## src/rtl/tlp_credit_pkg.sv

```systemverilog
// Shared types and helpers for the TLP credit arbiter.
// Latency: n/a (types and a combinational pick function).
// Backpressure: n/a.
package tlp_credit_pkg;

  typedef enum logic {
    ST_INIT = 1'b0,
    ST_RUN  = 1'b1
  } state_t;

  // Widest requester vector the pick function handles; callers zero-extend.
  localparam int MAX_REQ = 32;

  // Round-robin pick: first set bit of eff scanning upward from ptr+1 with
  // wrap over n requesters. Iterating from the far end down lets the nearest
  // candidate overwrite the rest, so no early exit is needed.
  function automatic int rr_pick(input logic [MAX_REQ-1:0] eff,
                                 input int ptr,
                                 input int n);
    int pick;
    int idx;
    pick = 0;
    for (int k = MAX_REQ; k >= 1; k--) begin
      if (k <= n) begin
        idx = ptr + k;
        if (idx >= n) idx = idx - n;
        if (eff[idx]) pick = idx;
      end
    end
    return pick;
  endfunction

endpackage

```

## src/rtl/up_down_counter.sv

```systemverilog
// Enable-gated up/down counter used as the shared credit register.
// Latency: count updates on the edge after enable/up are sampled.
// Backpressure: none; the owner guarantees no wrap.
module up_down_counter #(
  parameter int WIDTH = 8
) (
  input  logic             clk,
  input  logic             reset,
  input  logic             enable,
  input  logic             up,
  output logic [WIDTH-1:0] count
);

  // Step by one in the requested direction when enabled.
  always_ff @(posedge clk or posedge reset) begin
    if (reset) begin
      count <= '0;
    end else if (enable) begin
      count <= up ? count + 1'b1 : count - 1'b1;
    end
  end

endmodule

```

## src/rtl/tlp_credit_arbiter.sv

```systemverilog
// Round-robin arbiter handing out TLP buffer credits from a shared pool.
// Latency: req sampled at an edge yields a one-cycle gnt from that edge.
// Backpressure: requests wait while credits are 0; returns at full are dropped and flagged.
module tlp_credit_arbiter
  import tlp_credit_pkg::*;
#(
  parameter int WIDTH        = 8,
  parameter int NREQ         = 4,
  parameter int INIT_CREDITS = 8
) (
  input  logic             clk,
  input  logic             reset,
  input  logic [NREQ-1:0]  req,
  input  logic             credit_return,
  output logic [NREQ-1:0]  gnt,
  output logic [WIDTH-1:0] credits,
  output logic             ready,
  output logic             empty,
  output logic             full,
  output logic             overflow_err
);

  localparam int PW = (NREQ > 1) ? $clog2(NREQ) : 1;
  localparam logic [WIDTH-1:0] FULL_CNT = WIDTH'(INIT_CREDITS);

  state_t          state;
  state_t          state_nxt;
  logic [PW-1:0]   ptr;
  logic [NREQ-1:0] eff_req;
  logic            grant_fire;
  logic            return_ok;
  logic            illegal_return;
  logic            cnt_en;
  logic            cnt_up;
  int              winner;

  up_down_counter #(.WIDTH(WIDTH)) u_credit_cnt (
    .clk    (clk),
    .reset  (reset),
    .enable (cnt_en),
    .up     (cnt_up),
    .count  (credits)
  );

  // State register: INIT until the pool is preloaded, then RUN until reset.
  always_ff @(posedge clk or posedge reset) begin
    if (reset) state <= ST_INIT;
    else       state <= state_nxt;
  end

  // Next state, counter drive and grant/return qualification.
  always_comb begin
    state_nxt      = state;
    cnt_en         = 1'b0;
    cnt_up         = 1'b0;
    grant_fire     = 1'b0;
    return_ok      = 1'b0;
    illegal_return = 1'b0;
    // A requester still seeing its grant is masked so a late req drop
    // cannot earn it a second credit.
    eff_req        = req & ~gnt;
    winner         = rr_pick(MAX_REQ'(eff_req), int'(ptr), NREQ);
    case (state)
      ST_INIT: begin
        cnt_en         = 1'b1;
        cnt_up         = 1'b1;
        illegal_return = credit_return;
        if (credits == FULL_CNT - 1'b1) state_nxt = ST_RUN;
      end
      ST_RUN: begin
        grant_fire     = (|eff_req) && (credits != '0);
        // At full a return is only legal if a grant frees a slot this cycle.
        return_ok      = credit_return && ((credits != FULL_CNT) || grant_fire);
        illegal_return = credit_return && !return_ok;
        // Simultaneous grant and return cancel out.
        cnt_en         = grant_fire ^ return_ok;
        cnt_up         = return_ok;
      end
      default: state_nxt = ST_INIT;
    endcase
  end

  // Grant register, round-robin pointer and sticky overflow flag.
  always_ff @(posedge clk or posedge reset) begin
    if (reset) begin
      gnt          <= '0;
      ptr          <= PW'(NREQ - 1);
      overflow_err <= 1'b0;
    end else begin
      if (grant_fire) begin
        gnt <= NREQ'(1) << winner;
        ptr <= PW'(winner);
      end else begin
        gnt <= '0;
      end
      if (illegal_return) overflow_err <= 1'b1;
    end
  end

  assign ready = (state == ST_RUN);
  assign empty = (credits == '0);
  assign full  = (credits == FULL_CNT);

endmodule

```

## config.mk

```make
export PLATFORM = sky130hd
export DESIGN_NAME = tlp_credit_arbiter
export DESIGN_NICKNAME = d
export VERILOG_FILES = /design/src/rtl/tlp_credit_pkg.sv /design/src/rtl/up_down_counter.sv /design/src/rtl/tlp_credit_arbiter.sv
export SDC_FILE = /design/constraint.sdc
export NUM_CORES = 1
export LEC_CHECK = 0
export ABC_AREA = 0
export BUFFER_PORTS_ARGS = -buffer_cell sky130_fd_sc_hd__buf_2
export CORE_MARGIN = 2
export CORE_UTILIZATION = 50
export DETAILED_ROUTE_END_ITERATION = 8
export PLACE_DENSITY = 0.75
export REMOVE_ABC_BUFFERS = 1
export SYNTH_ARGS = -nofsm -noshare
export SYNTH_HDL_FRONTEND = slang
export SYNTH_HIERARCHICAL = 1
export SYNTH_SLANG_ARGS = --single-unit
```

## constraint.sdc

```tcl
create_clock -name clk -period 3.2 [get_ports clk]
set_clock_uncertainty 0.15 [all_clocks]
set_input_delay 0.64 -clock clk [delete_from_list [all_inputs] [get_ports clk]]
set_output_delay 0.64 -clock clk [all_outputs]
set_load 0.02 [all_outputs]
```

==> results by group <==
Layout
  • Area growth syn-to-layout: 22.0%
  • Share of cells above drive strength 1: 38.0%
  • Finished Layout Cells: 218
  • Core Util, Final: 62.8%
  • Antenna Cells: 0
  • Nets: 205

Setup path
  • CP startpoint: u_credit_cnt/count[6]$_DFFE_PP0P_
  • Critical-path maximum fanout: 7
  • Critical path's top delay family: simple AND/OR/NAND/NOR gates
  • Most frequent CP cell: nand2_1
  • Crit path cell chain: nor4_4 > nand2_2 > or3_4 > nand2_1 > nand2_1 > inv_2 > ha_1 > a211oi_2 > o21bai_1 > a21oi_2 > xnor2_1 > mux2_4
  • Worst Path Arrival: 3140 ps
  • CP required: 3250 ps
  • R2r setup slk: 100 ps
  • Reg2reg start: u_credit_cnt/count[6]$_DFFE_PP0P_
  • Crit-path max cell delay: 460 ps
  • Crit end category: flip-flop
  • Crit path depth: 12
  • Startpoint Class: flip-flop
  • Highest-delay cell along the critical path: dfrtp_2
  • Critical path class: flip-flop to flip-flop
  • Worst setup endpoint: u_credit_cnt/count[5]$_DFFE_PP0P_
  • Crit path buf inv count: 1
  • RR Endpoint: u_credit_cnt/count[5]$_DFFE_PP0P_
  • R2r worst-path depth: 12

Timing
  • Fmax: 0.323 GHz
  • Hold Violations, Final: 0
  • Final Max Tran Viols: 0
  • Fin crit period: 3100 ps
  • Final setup fails: 0
  • Final period utilization: 96.8%
  • Max_slew headroom: 63.9%
  • Worst-margin pin slew: 538 ps
  • Hold Slack: 129 ps
  • Fin Setup TNS: 0 ps

Drt
  • Via count: 1314
  • Vias per cell: 6.03
  • Avg WL per Cell: 16.4 um
  • DRT iter0 DRCs: 64
  • DRC errors left: 0
  • Antenna-violating nets left: 0
  • Drt first pass iters: 4
  • WL final: 3580 um

Global routing
  • Vias in the first global route: 1270
  • Pin count of the biggest net entering global routing: 18
  • Gr ovfl total: 0
  • Initial antenna violation count: 0
  • Global-route wire length before repair: 5730 um
  • Tot GR Track Use: 22.8%

Floorplan
  • Die Height: 56.8 um
  • Standard-cell rows: 19
  • Io pins: 23
  • Die W: 56.8 um
  • Core Region: 0.00271 mm^2
  • Die ar.: 0.00323 mm^2
  • Initial Util: 51.5%

CTS
  • Root buffer cell: clkbuf_4
  • TritonCTS clock tree: done
  • Clk sinks: 16
  • Clock-pin transition on the worst setup and hold timing paths: 100 ps
  • H-tree lvl count: 1
  • Clock tree buffer depth: 2
  • CTS Buf Count: 3
  • Worst-Skew Late Latency: 300 ps
  • # hold bufs at CTS: 0

Synth
  • Yosys top cell area share: 25.1%
  • Asr flop ratio synth: 100%
  • Synth area leaders: dfrtp_1 25%, ha_1 8.1%, dfstp_2 3.8%
  • Post-Syn Area: 0.00140 mm^2
  • Synth Instances: 145
  • Mapped Avg Cell Area: 9.63 um^2
  • Post-synth top cells: 14 x dfrtp_1, 11 x nand2_1, 9 x ha_1, 9 x inv_1, 7 x a21oi_1
  • EDFF count, synth: 0
  • Yosys warns: 6
  • Netlist cell types: 50
  • Seq cells post-synth: 16
  • Synth Flop Type: dfrtp_1
  • Yosys top cell by area: dfrtp_1
  • Sequential fraction of the synthesis area: 28.9%
  • Count leader, synth: dfrtp_1

Pwr
  • Cell internal pwr: 976 uW
  • Sw frac: 48.1%
  • Pwr/cell area: 1100 mW/mm^2
  • Logic pwr share: 70.3%
  • Share of power burned in registers: 23.5%
  • Clk pwr share: 6.2%
  • Leak Pwr: 0.801 nW
  • VDD IR max: 0.784 mV
  • Switching pwr: 905 uW

Job
  • Maxcap violations: 0

Place
  • Post-DP HPWL: 2800 um
  • Placer Congestion: 0.944
  • Number of I/O port buffers: 22
  • Placed Cells: 211

Run status
  • Status: complete, no violations

Worst hold path
  • HP Class: input port to async pin
[power by group through the flow]
stage	Clock, mW	Sequential, mW	Combinational (mW)
4_1_cts	0.117	0.426	1.30
3_3_place_gp	0	0.425	1.23
2_1_floorplan	0	0.500	0.838
5_1_grt	0.126	0.459	1.43
6_report	0.116	0.443	1.32
3_5_place_dp	0	0.429	1.29
[logic make-up (layout without fill, tap and decap cells)]
family | count (synthesis) | after routing | share of synthesized area (%)
AO/OA/AOI/OAI | 41 | 41 | 22.1
XOR/XNOR | 7 | 7 | 4.39
adder cells (fa/ha/maj) | 10 | 10 | 9.50
buffers and inverters | 12 | 54 | 4.84
flip-flops | 16 | 16 | 28.9
multiplexers | 8 | 8 | 6.81
AND/OR/NAND/NOR | 51 | 51 | 23.5
[worst min path at each step]
stage,start,endpoint,slack [ps],cells past startpoint
after floorplan,reset,gnt[0]$_DFF_PP0_,300,1
after global placement,overflow_err$_DFFE_PP0P_,overflow_err$_DFFE_PP0P_,290,1
after detailed placement,overflow_err$_DFFE_PP0P_,overflow_err$_DFFE_PP0P_,290,1
after CTS,reset,gnt[1]$_DFF_PP0_,130,2
after global routing,reset,gnt[1]$_DFF_PP0_,140,2
final,reset,gnt[1]$_DFF_PP0_,130,2
[state kept, by name, summed over array words and instances, names as in the netlist]
| register | count |
|---|---|
| u_credit_cnt/count | 8 |
| gnt | 4 |
| ptr | 2 |
| overflow_err | 1 |
| ready | 1 |
[cells in the final DEF (no fill, tap or decap), types with 2 or more instances in the layout]
cell type / count
clkbuf_4: 3
dfrtp_1: 13
o211ai_1: 2
o22ai_1: 3
a21o_1: 4
nand2b_1: 4
a211oi_1: 2
buf_2: 22
and3_1: 2
o21ai_0: 4
a21oi_2: 2
nor3b_1: 3
nor2b_1: 2
nand2_1: 10
dfstp_2: 2
and3b_1: 3
a21oi_1: 7
a31oi_1: 2
mux2_4: 2
a211oi_2: 2
nor3_1: 3
o21ai_1: 4
inv_1: 8
nor2_1: 5
o21bai_1: 3
xnor2_1: 4
nand3_1: 3
mux2i_1: 2
mux2_2: 4
nor3_2: 2
ha_1: 9
buf_4: 19
nor4_4: 2
xor2_1: 3
[repair_timing]
| action | 4_1_cts | 5_1_grt |
|---|---|---|
| pin swaps | 0 | 2 |
| setup buffers | 0 | 3 |
| resized for setup | 1 | 5 |
| setup endpoints to repair | 2 | 4 |
[per-layer routing]
metal / track usage [%] / part of all wire (%)
met1: 26.5 / 41
met2: 42.0 / 52
met5: 0 / 0
met3: 2.53 / 4.1
met4: 8.97 / 2.9
[layout make-up]
class | instances | area [um^2]
inverters | 9 | 33.8
clock buffers | 4 | 26.3
multi-input cells | 117 | 947
flip-flops and latches | 16 | 404
fillers | 243 | 1010
well taps | 31 | 38.8
repair buffers | 41 | 253
[through the flow]
step	total power [mW]	setup WS, ps	instance area, um^2
after floorplan	1.34	14.1	1360
after global placement	1.65	3.54	1630
final	1.88	101	1700
after detailed placement	1.72	-136	1630
after CTS	1.84	53.1	1660
after global routing	2.01	-16.1	1700
[worst reg2reg max path, cell delays in order (launching register included)]
cell      delay, ps
dfrtp_2         460
nor4_4          350
nand2_2         110
or3_4           360
nand2_1          90
nand2_1          90
inv_2           140
ha_1            280
a211oi_2        260
o21bai_1        150
a21oi_2         220
xnor2_1          90
mux2_4          250
Note: power is estimated with default switching activity, not from simulation.
